--- config.mk ---
export PLATFORM = sky130hd
export DESIGN_NAME = cacheline_arbiter
export DESIGN_NICKNAME = d
export VERILOG_FILES = /design/src/rtl/cacheline_arbiter.sv
export SDC_FILE = /design/constraint.sdc
export NUM_CORES = 1
export LEC_CHECK = 0
export CAP_MARGIN = 20
export CORE_AREA = 2 2 645 647
export DETAILED_ROUTE_END_ITERATION = 7
export DIE_AREA = 0 0 647 649
export PLACE_DENSITY = 0.3
export SYNTH_ARGS = -nofsm -noshare
export SYNTH_HDL_FRONTEND = slang
export SYNTH_SLANG_ARGS = --single-unit
export TNS_END_PERCENT = 1
--- constraint.sdc ---
create_clock -name clk -period 2 [get_ports clk]
set_input_delay 0.3 -clock clk [delete_from_list [all_inputs] [get_ports clk]]
set_output_delay 0.3 -clock clk [all_outputs]
set_load 0.005 [all_outputs]
--- src/rtl/cacheline_arbiter.sv ---
// Round-robin arbiter sharing one cacheline memory port between the icache and dcache.
// Define CACHELINE_ARB_DPRIORITY_EN for dcache priority with a bounded icache starvation counter.
module cacheline_arbiter #(
    parameter int ADDR_WIDTH     = 32,
    parameter int LINE_WIDTH     = 256,
    parameter int TIMEOUT_CYCLES = 1024
) (
    input  logic                  clk,
    input  logic                  rst,

    input  logic [ADDR_WIDTH-1:0] i_addr,
    input  logic                  i_read,
    input  logic                  i_write,
    input  logic [LINE_WIDTH-1:0] i_wdata,
    output logic [LINE_WIDTH-1:0] i_rdata,
    output logic                  i_resp,

    input  logic [ADDR_WIDTH-1:0] d_addr,
    input  logic                  d_read,
    input  logic                  d_write,
    input  logic [LINE_WIDTH-1:0] d_wdata,
    output logic [LINE_WIDTH-1:0] d_rdata,
    output logic                  d_resp,

    output logic [ADDR_WIDTH-1:0] mem_addr,
    output logic                  mem_read,
    output logic                  mem_write,
    output logic [LINE_WIDTH-1:0] mem_wdata,
    input  logic [LINE_WIDTH-1:0] mem_rdata,
    input  logic                  mem_resp,

    output logic                  timeout_err,
    output logic                  grant_d
);

    localparam int               CNT_W = $clog2(TIMEOUT_CYCLES + 1);
    localparam logic [CNT_W-1:0] TMO   = CNT_W'(TIMEOUT_CYCLES);

    typedef enum logic [1:0] {
        IDLE   = 2'd0,
        BUSY_I = 2'd1,
        BUSY_D = 2'd2
    } state_t;

    state_t           r_state;
    state_t           w_state_nxt;
    logic [CNT_W-1:0] r_busy_cnt;
    logic [CNT_W-1:0] w_busy_cnt_nxt;
    logic             r_timeout_err;
    logic             w_req_i;
    logic             w_req_d;
    logic             w_pick_d;

`ifdef CACHELINE_ARB_DPRIORITY_EN
    logic [2:0] r_starve_cnt;
    logic [2:0] w_starve_nxt;
`else
    logic       r_rr_ptr;
    logic       w_rr_nxt;
`endif

    assign w_req_i = i_read | i_write;
    assign w_req_d = d_read | d_write;

`ifdef CACHELINE_ARB_DPRIORITY_EN
    // D wins contested grants until four in a row have starved I.
    assign w_pick_d = (r_starve_cnt < 3'd4);
`else
    assign w_pick_d = r_rr_ptr;
`endif

    // Read data is broadcast; only the owner's resp qualifies it.
    assign i_rdata     = mem_rdata;
    assign d_rdata     = mem_rdata;
    assign timeout_err = r_timeout_err;

    always_comb begin
        w_state_nxt = r_state;
        mem_addr    = '0;
        mem_read    = 1'b0;
        mem_write   = 1'b0;
        mem_wdata   = '0;
        i_resp      = 1'b0;
        d_resp      = 1'b0;
        grant_d     = 1'b0;
`ifdef CACHELINE_ARB_DPRIORITY_EN
        w_starve_nxt = r_starve_cnt;
`else
        w_rr_nxt     = r_rr_ptr;
`endif

        case (r_state)
            IDLE: begin
                if (w_req_i && w_req_d) begin
                    w_state_nxt = w_pick_d ? BUSY_D : BUSY_I;
                end else if (w_req_i) begin
                    w_state_nxt = BUSY_I;
                end else if (w_req_d) begin
                    w_state_nxt = BUSY_D;
                end
`ifdef CACHELINE_ARB_DPRIORITY_EN
                if (w_state_nxt == BUSY_I) begin
                    w_starve_nxt = 3'd0;
                end else if (w_state_nxt == BUSY_D && w_req_i && r_starve_cnt != 3'd7) begin
                    w_starve_nxt = r_starve_cnt + 3'd1;
                end
`endif
            end

            BUSY_I: begin
                mem_addr  = i_addr;
                mem_read  = i_read;
                mem_write = i_write;
                mem_wdata = i_wdata;
                if (mem_resp) begin
                    i_resp      = 1'b1;
                    w_state_nxt = IDLE;
`ifndef CACHELINE_ARB_DPRIORITY_EN
                    w_rr_nxt    = 1'b1;
`endif
                end
            end

            BUSY_D: begin
                mem_addr  = d_addr;
                mem_read  = d_read;
                mem_write = d_write;
                mem_wdata = d_wdata;
                grant_d   = 1'b1;
                if (mem_resp) begin
                    d_resp      = 1'b1;
                    w_state_nxt = IDLE;
`ifndef CACHELINE_ARB_DPRIORITY_EN
                    w_rr_nxt    = 1'b0;
`endif
                end
            end

            default: begin
                w_state_nxt = IDLE;
            end
        endcase
    end

    // Counter is held at zero while idle, so it starts from zero on every grant.
    always_comb begin
        w_busy_cnt_nxt = r_busy_cnt;
        if (r_state == IDLE) begin
            w_busy_cnt_nxt = '0;
        end else if (!mem_resp && r_busy_cnt != TMO) begin
            w_busy_cnt_nxt = r_busy_cnt + CNT_W'(1);
        end
    end

    always_ff @(posedge clk) begin
        if (!rst) begin
            r_state       <= IDLE;
            r_busy_cnt    <= '0;
            r_timeout_err <= 1'b0;
`ifdef CACHELINE_ARB_DPRIORITY_EN
            r_starve_cnt  <= 3'd0;
`else
            r_rr_ptr      <= 1'b0;
`endif
        end else begin
            r_state    <= w_state_nxt;
            r_busy_cnt <= w_busy_cnt_nxt;
            if (w_busy_cnt_nxt == TMO) begin
                r_timeout_err <= 1'b1;
            end
`ifdef CACHELINE_ARB_DPRIORITY_EN
            r_starve_cnt <= w_starve_nxt;
`else
            r_rr_ptr     <= w_rr_nxt;
`endif
        end
    end

endmodule

==> results.py, run 1 <==
metrics = {
    "routing": {
        "routed_wl_um": 275700,
        "wl_per_cell_um": 37.97,
        "drtPass1Iterations": 5,
        "vias": 13630,
        "postRouteAntennaNets": 0,
        "drc_errors": 0,
        "viasPerCell": 1.878,
        "drt_iter0_markers": 1018,
    },
    "clock_network": {
        "clock_latency_ns": 0.25,
        "clock_tree.buffer_depth": 2,
        "htreeDepth": 1,
        "clock-sinks": 15,
        "cts_root_buf": "clkbuf_16",
        "clk_pin_slew_worst_paths_ns": 0.05,
        "cts_tree": "built",
        "cts_hold_buf": 0,
        "cts_made_buffers": 3,
    },
    "worst_setup_path": {
        "worstSetupEndpointType": "primary output",
        "r2r_start": "r_busy_cnt[0]",
        "critPathTopFamily": "buffers and inverters",
        "cpMostUsedCell": "buf_16",
        "slowest_delay_ns": 0.54,
        "crit_path_start_kind": "flip-flop",
        "reg2reg_depth": 6,
        "worstSetupPathType": "flip-flop to primary output",
        "path_max_fanout": 9,
        "crit_arrival_ns": 2.40,
        "worst-path-buf-inv": 6,
        "crit_slowest_cell": "a22oi_2",
        "worst_ep_required_time_ns": 1.70,
        "r2r_end": "timeout_err",
        "crit_chain": "inv_6 > ha_4 > buf_16 > buf_16 > buf_12 > buf_16 > a22oi_2 > nor2b_4 > buf_12",
        "ff2ff_setup_slack_ns": 0.15,
    },
    "min_path": {
        "worstHoldStart": "timeout_err",
        "min_path_type": "flip-flop to flip-flop",
        "holdPathStages": 2,
        "holdPathEnd": "timeout_err",
    },
    "cells_and_area": {
        "layout-drive-gt1-share_pct": 37.33,
        "fin_util_pct": 6.298,
        "final_cell_area_mm2": 0.02598,
        "ff_latch_area_um2": 305.3,
        "multi_input_area_mm2": 0.005523,
        "nFillCells": 48380,
        "fin_nets": 2605,
        "syn2layout_area_growth_pct": 184.6,
    },
    "pwr": {
        "power_density_mw_per_mm2": 389.1,
        "finalPower_mw": 10.11,
        "ir_drop_uv": 282.1,
        "leakagePower_nw": 6.880,
    },
    "synthesis": {
        "synth_fp_nets": 2142,
        "postSynthCellCount": 1298,
        "synth_cell_types": 40,
        "synth_top_area_share_pct": 42.19,
        "netlist_area_mm2": 0.009128,
        "seq_area_frac_synth_pct": 3.290,
        "synth.avg_cell_area_um2": 7.032,
        "synthTopCellsByArea": "buf_4 (42%), a22oi_1 (24%), nor2b_1 (20%)",
        "yosysWarnings": 0,
        "yosys_register_bits": 15,
        "synth_top_area_cell": "buf_4",
    },
    "placed_design": {
        "dp_hpwl_um": 260700,
        "place_area_mm2": 0.02441,
        "gp_congestion": 0.9061,
        "portBuffers": 876,
    },
    "floorplan": {
        "initial_core_util_pct": 2.213,
        "die_x_um": 647,
        "ioPinCount": 1645,
        "fp.dieArea_mm2": 0.4199,
        "die_y_um": 649,
        "rows": 236,
        "fp.coreArea_mm2": 0.4125,
    },
    "sta": {
        "finClkSkew_ns": 0.003842,
        "hold_viol": 0,
        "fin_hold_ws_ns": 0.4667,
        "fmax_mhz": 370.4,
        "tns_ns": -116.63,
        "finalSetupViolCount": 289,
        "finalCriticalPeriod_ns": 2.700,
        "slew_viol_final": 0,
        "worstMarginPinSlew_ns": 0.8693,
        "slew_headroom_pct": 42.04,
        "post-route-period-util_pct": 135.0,
        "layout_setup_ws_ns": -0.7000,
        "rsz0062_at_grt": "true",
    },
    "run_status": {
        "outcome": "finished, violations left",
        "violations": "negative setup slack",
    },
    "global_route": {
        "grt_pass1_vias": 13300,
        "track_usage_pct": 12.58,
        "overflow": 0,
        "grt_pass1_wl_um": 306200,
        "antenna_found_initial": 216,
        "grt_max_degree": 49,
    },
    "run": {
        "drv_cap": 0,
    },
}
-- stage by stage --
| step | cells | setup slack (ns) |
|---|---|---|
| 2_1_floorplan | 1298 | 0.1290 |
| 3_3_place_gp | 7194 | -1.631 |
| 3_5_place_dp | 7206 | -1.264 |
| 4_1_cts | 7231 | -0.7229 |
| 5_1_grt | 7239 | -0.7104 |
| 6_report | 7260 | -0.7000 |
-- layout make-up --
cell class,count,area share (%)
repair buffers,1068,50.54
inverters,6,0.1060
well taps,5474,26.36
flip-flops and latches,15,1.175
diodes,26,0.2504
multi-input cells,667,21.26
clock buffers,4,0.3034
-- synth_stat cells, drive strengths merged --
cell type / count
dfxtp: 15
a31oi: 2
a21oi: 6
clkbuf: 97
o21a: 2
nor2: 16
nor2b: 292
ha: 5
and3: 5
nand4: 2
xnor2: 6
nand2b: 2
o31ai: 1
or4: 1
buf: 513
mux2: 1
o311ai: 1
nor3b: 2
a22oi: 290
nor4: 2
or3: 3
nor4b: 1
and2: 2
o221ai: 1
or2b: 1
inv: 6
o21ai: 4
nand4b: 1
and3b: 1
nand2: 8
xor2: 2
nor3: 7
-- cells by family (layout without fill, tap and decap cells) --
group	Yosys count	count (layout)	synth area share, %
other	0	26	0
DFF	15	15	3.290
buffers and inverters	616	1078	46.43
AOI/OAI and AO/OA	307	307	25.04
muxes	1	1	0.1234
and+or+nand+nor	346	346	23.58
xor gates and xnor gates	8	8	0.8500
adders and majority gates	5	5	0.6854
-- how the worst max path moves through the flow --
stage,startpoint,end,cells after the start
detailed placement,r_state[0],mem_wdata[87],7
CTS,r_state[0],mem_wdata[222],9
finish,r_state[0],mem_wdata[223],9
floorplan,r_state[0],mem_wdata[125],6
global placement,r_state[0],mem_wdata[81],7
global route,r_state[0],mem_wdata[184],8
-- timing repair --
item | in CTS | in global routing
pin swaps | 34 | 7
cloned | 8 | 1
setup buffers | 13 | 4
setup endpoints to repair | 295 | 292
resized for setup | 292 | 28
-- state kept, by name (all words and copies together) (netlist names) --
signal	flops
r_busy_cnt	11
r_state	2
r_rr_ptr	1
timeout_err	1
-- placed cells by master, fill, tap and decap left out, drive strengths merged, types with 3 or more instances in the layout --
cell	n
a21oi	6
a22oi	290
and3	5
buf	409
bufbuf	3
clkbuf	6
clkdlybuf4s50	652
dfxtp	15
diode	26
ha	5
inv	6
nand2	8
nor2	16
nor2b	292
nor3	7
o21ai	4
or3	3
xnor2	6
-- routing by layer --
| layer | wire length (um) | share of wire (%) | vias up | track usage (%) |
|---|---|---|---|---|
| li1 | - | - | 4903 | - |
| met1 | 70330 | 26 | 6034 | 9.309 |
| met2 | 132700 | 48 | 1924 | 21.99 |
| met3 | 56420 | 20 | 684 | 11.76 |
| met4 | 15420 | 5.6 | 86 | 5.004 |
| met5 | 787 | 0.29 | - | 0.5606 |
-- worst min-delay path: cells and delay by family, from the launching register on --
family           cells  cell delay (ns)
AO/OA/AOI/OAI        1             0.05
AND/OR/NAND/NOR      1             0.06
flip-flops           1             0.31
-- power by group --
| part | total [mW] | internal, mW | leakage (nW) | switching (mW) |
|---|---|---|---|---|
| registers | 0.328 | 0.312 | 0.122 | 0.0165 |
| logic | 9.37 | 4.72 | 6.72 | 4.65 |
| clock network | 0.408 | 0.271 | 0.0383 | 0.137 |
| total | 10.1 | 5.31 | 6.88 | 4.80 |
Note: power is estimated with default switching activity, not from simulation.
==> run 2, diff against run 1 <==
- ABC_AREA: unset -> 1
- CORE_AREA: 2 2 645 647 -> 2 2 632 634
- DIE_AREA: 0 0 647 649 -> 0 0 634 636
==> results.py, run 2 <==
metrics = {
    "run_status": {
        "outcome": "finished, violations left",
        "violations": "negative setup slack",
    },
    "synthesis": {
        "synth_compound_area_share_pct": 17.74,
        "synthMuxAreaShare_pct": 0,
        "netlist_area_mm2": 0.008780,
        "synth_cell_types": 24,
        "synthXorXnorAreaFrac_pct": 0,
        "synthTopCellsByArea": "buf_4 (44%), nand2_1 (26%), a21oi_1 (17%)",
        "postSynthCellCount": 1621,
        "synth_top_family_by_area": "buffers and inverters",
        "yosysMostFrequentCell": "nand2_1",
        "synth_top_area_cell": "buf_4",
        "synth_commonest_cells": "nand2_1 (602), buf_4 (512), a21oi_1 (294)",
        "seq_area_frac_synth_pct": 3.420,
        "yosysWarnings": 0,
        "synth.avg_cell_area_um2": 5.416,
        "synth_edf_count": 0,
        "synth_simple_gate_area_share_pct": 28.94,
        "synth_fa_ha_area_share_pct": 0.7126,
        "synth_fp_nets": 2465,
        "async_flop_share_pct": 0,
        "yosys_register_bits": 15,
        "synth_top_area_share_pct": 43.78,
        "ys.flop_type": "dfxtp_1",
    },
    "worst_setup_path": {
        "worstSetupPathType": "flip-flop to primary output",
        "ff2ff_setup_slack_ns": 0.11,
        "worst_ep_required_time_ns": 1.70,
        "crit_path_start_kind": "flip-flop",
        "critPathTopFamily": "buffers and inverters",
        "crit_chain": "inv_4 > buf_6 > ha_4 > clkinv_16 > buf_16 > buf_4 > a21oi_4 > buf_12",
        "worst-path-buf-inv": 6,
        "slowest_delay_ns": 0.37,
        "worstSetupEndpointType": "primary output",
        "crit_arrival_ns": 2.20,
        "path_max_fanout": 6,
        "crit_slowest_cell": "dfxtp_4",
    },
    "run": {
        "drv_cap": 0,
    },
    "routing": {
        "wl_per_cell_um": 42.21,
        "drt_iter0_markers": 1372,
        "vias": 15320,
        "postRouteAntennaNets": 0,
        "routed_wl_um": 312500,
        "viasPerCell": 2.069,
        "drtPass1Iterations": 6,
        "drc_errors": 0,
    },
    "clock_network": {
        "cts_hold_buf": 0,
        "htreeDepth": 1,
        "cts_tree": "built",
        "clock_latency_ns": 0.26,
        "clock_tree.buffer_depth": 2,
        "cts_made_buffers": 3,
        "clock-sinks": 15,
        "cts_root_buf": "clkbuf_16",
        "clk_pin_slew_worst_paths_ns": 0.05,
    },
    "sta": {
        "slew_viol_final": 0,
        "finalSetupViolCount": 292,
        "finClkSkew_ns": 0.002353,
        "fmax_mhz": 399.7,
        "rsz0062_at_grt": "true",
        "finalCriticalPeriod_ns": 2.502,
        "worstMarginPinSlew_ns": 0.5378,
        "layout_setup_ws_ns": -0.5016,
        "hold_viol": 0,
        "slew_headroom_pct": 64.11,
        "post-route-period-util_pct": 125.1,
    },
    "cells_and_area": {
        "fin_nets": 2930,
        "reg_top3": "r_busy_cnt: 11 flops, r_state: 2 flops",
        "final_common_cell": "clkdlybuf4s50_1",
        "syn2layout_area_growth_pct": 195.4,
        "top_register": "r_busy_cnt",
        "layout-drive-gt1-share_pct": 39.86,
        "fin_util_pct": 6.531,
        "final_cell_area_mm2": 0.02594,
        "layout_common_cells": "clkdlybuf4s50_1 (583), nand2_1 (527), a21oi_2 (148)",
        "largest_reg_flops": 11,
    },
    "placed_design": {
        "dp_hpwl_um": 284700,
        "portBuffers": 876,
        "place_ws_ns": -0.8349,
        "place_area_mm2": 0.02183,
        "gp_congestion": 1.044,
    },
    "global_route": {
        "antenna_found_initial": 185,
        "grt_max_degree": 31,
        "track_usage_pct": 14.75,
        "grt_pass1_wl_um": 342000,
        "overflow": 0,
        "grt_pass1_vias": 14180,
    },
    "pwr": {
        "power_density_mw_per_mm2": 962.0,
        "ir_drop_uv": 887.8,
        "leakagePower_nw": 7.226,
    },
    "floorplan": {
        "rows": 232,
        "fp.coreArea_mm2": 0.3971,
        "die_y_um": 636,
        "die_x_um": 634,
        "initial_core_util_pct": 2.211,
        "fp.dieArea_mm2": 0.4032,
        "ioPinCount": 1645,
    },
    "min_path": {
        "min_path_type": "flip-flop to flip-flop",
    },
}
run 2: cell count changes in the layout (fill, tap and decap cells not counted), moves of 96 or more:
cell	delta
a22oi_1	-204
a21oi_4	+114
nor2b_1	-156
nor2b_2	-111
buf_6	+97
buf_12	-96
a21oi_2	+148
nand2_1	+519
run 2: stage by stage:
step	power (mW)	hold slack (ns)	instances	setup TNS, ns
finish	24.95	0.4708	7404	-91.05
global placement	16.94	0.4626	7270	-96.45
CTS	23.20	0.4771	7327	-98.46
detailed placement	16.90	0.4681	7270	-84.91
floorplan	5.023	0.4384	1621	0
global route	26.15	0.4849	7390	-108.46
run 2: cells by family after synthesis:
| group | Yosys count |
|---|---|
| compound gates | 308 |
| fa+ha+maj | 5 |
| buf+inv | 635 |
| flops | 15 |
| simple gates | 658 |
run 2: worst register-to-register path, cell delays in order (launching register included):
cell and delay, ns:
dfxtp_4 0.37, inv_4 0.04, buf_6 0.11, ha_4 0.34
buf_12 0.13, inv_8 0.06, buf_6 0.16, o21ai_1 0.28
o21ai_0 0.18, a21oi_1 0.15
run 2: final timing paths:
kind / cells after the start / from / end
worst max-delay path: 8 / r_state[0] / mem_wdata[54]
worst min-delay path: 2 / timeout_err / timeout_err
worst max register to register: 9 / r_state[0] / r_state[0]
worst min register to register: 2 / timeout_err / timeout_err
run 2: area by class of cell:
cell class                      count  area, um^2
Antenna cell                       54       135.1
Clock buffer                        4       78.83
Fill cell                       46870      371200
Inverter                           26       131.4
Multi-Input combinational cell    971        6292
Sequential cell                    15       305.3
Tap cell                         5265        6588
Timing Repair Buffer             1068       12390
Timing Repair inverter              1       11.26
run 2: power breakdown:
part           switching, mW  leakage (nW)  internal (mW)
Clock                  0.144        0.0385          0.271
Sequential            0.0300         0.122          0.331
Combinational           14.3          7.07           9.91
run 2: layer usage:
layer | routed length, um | up-vias | global-route usage (%)
met1 | 73830 | 6846 | 10.03
met3 | 72640 | 597 | 15.95
met5 | 1504 | - | 2.616
met4 | 15310 | 80 | 5.642
met2 | 149200 | 2207 | 25.12
li1 | - | 5587 | -
run 2: repair_timing:
item / in CTS / in global routing
setup endpoints to repair: 293 / 295
hold endpoints to repair: 0 / 0
gates cloned: 21 / 5
buffers inserted: 33 / 26
pin swaps: 29 / 20
resized for setup: 706 / 326
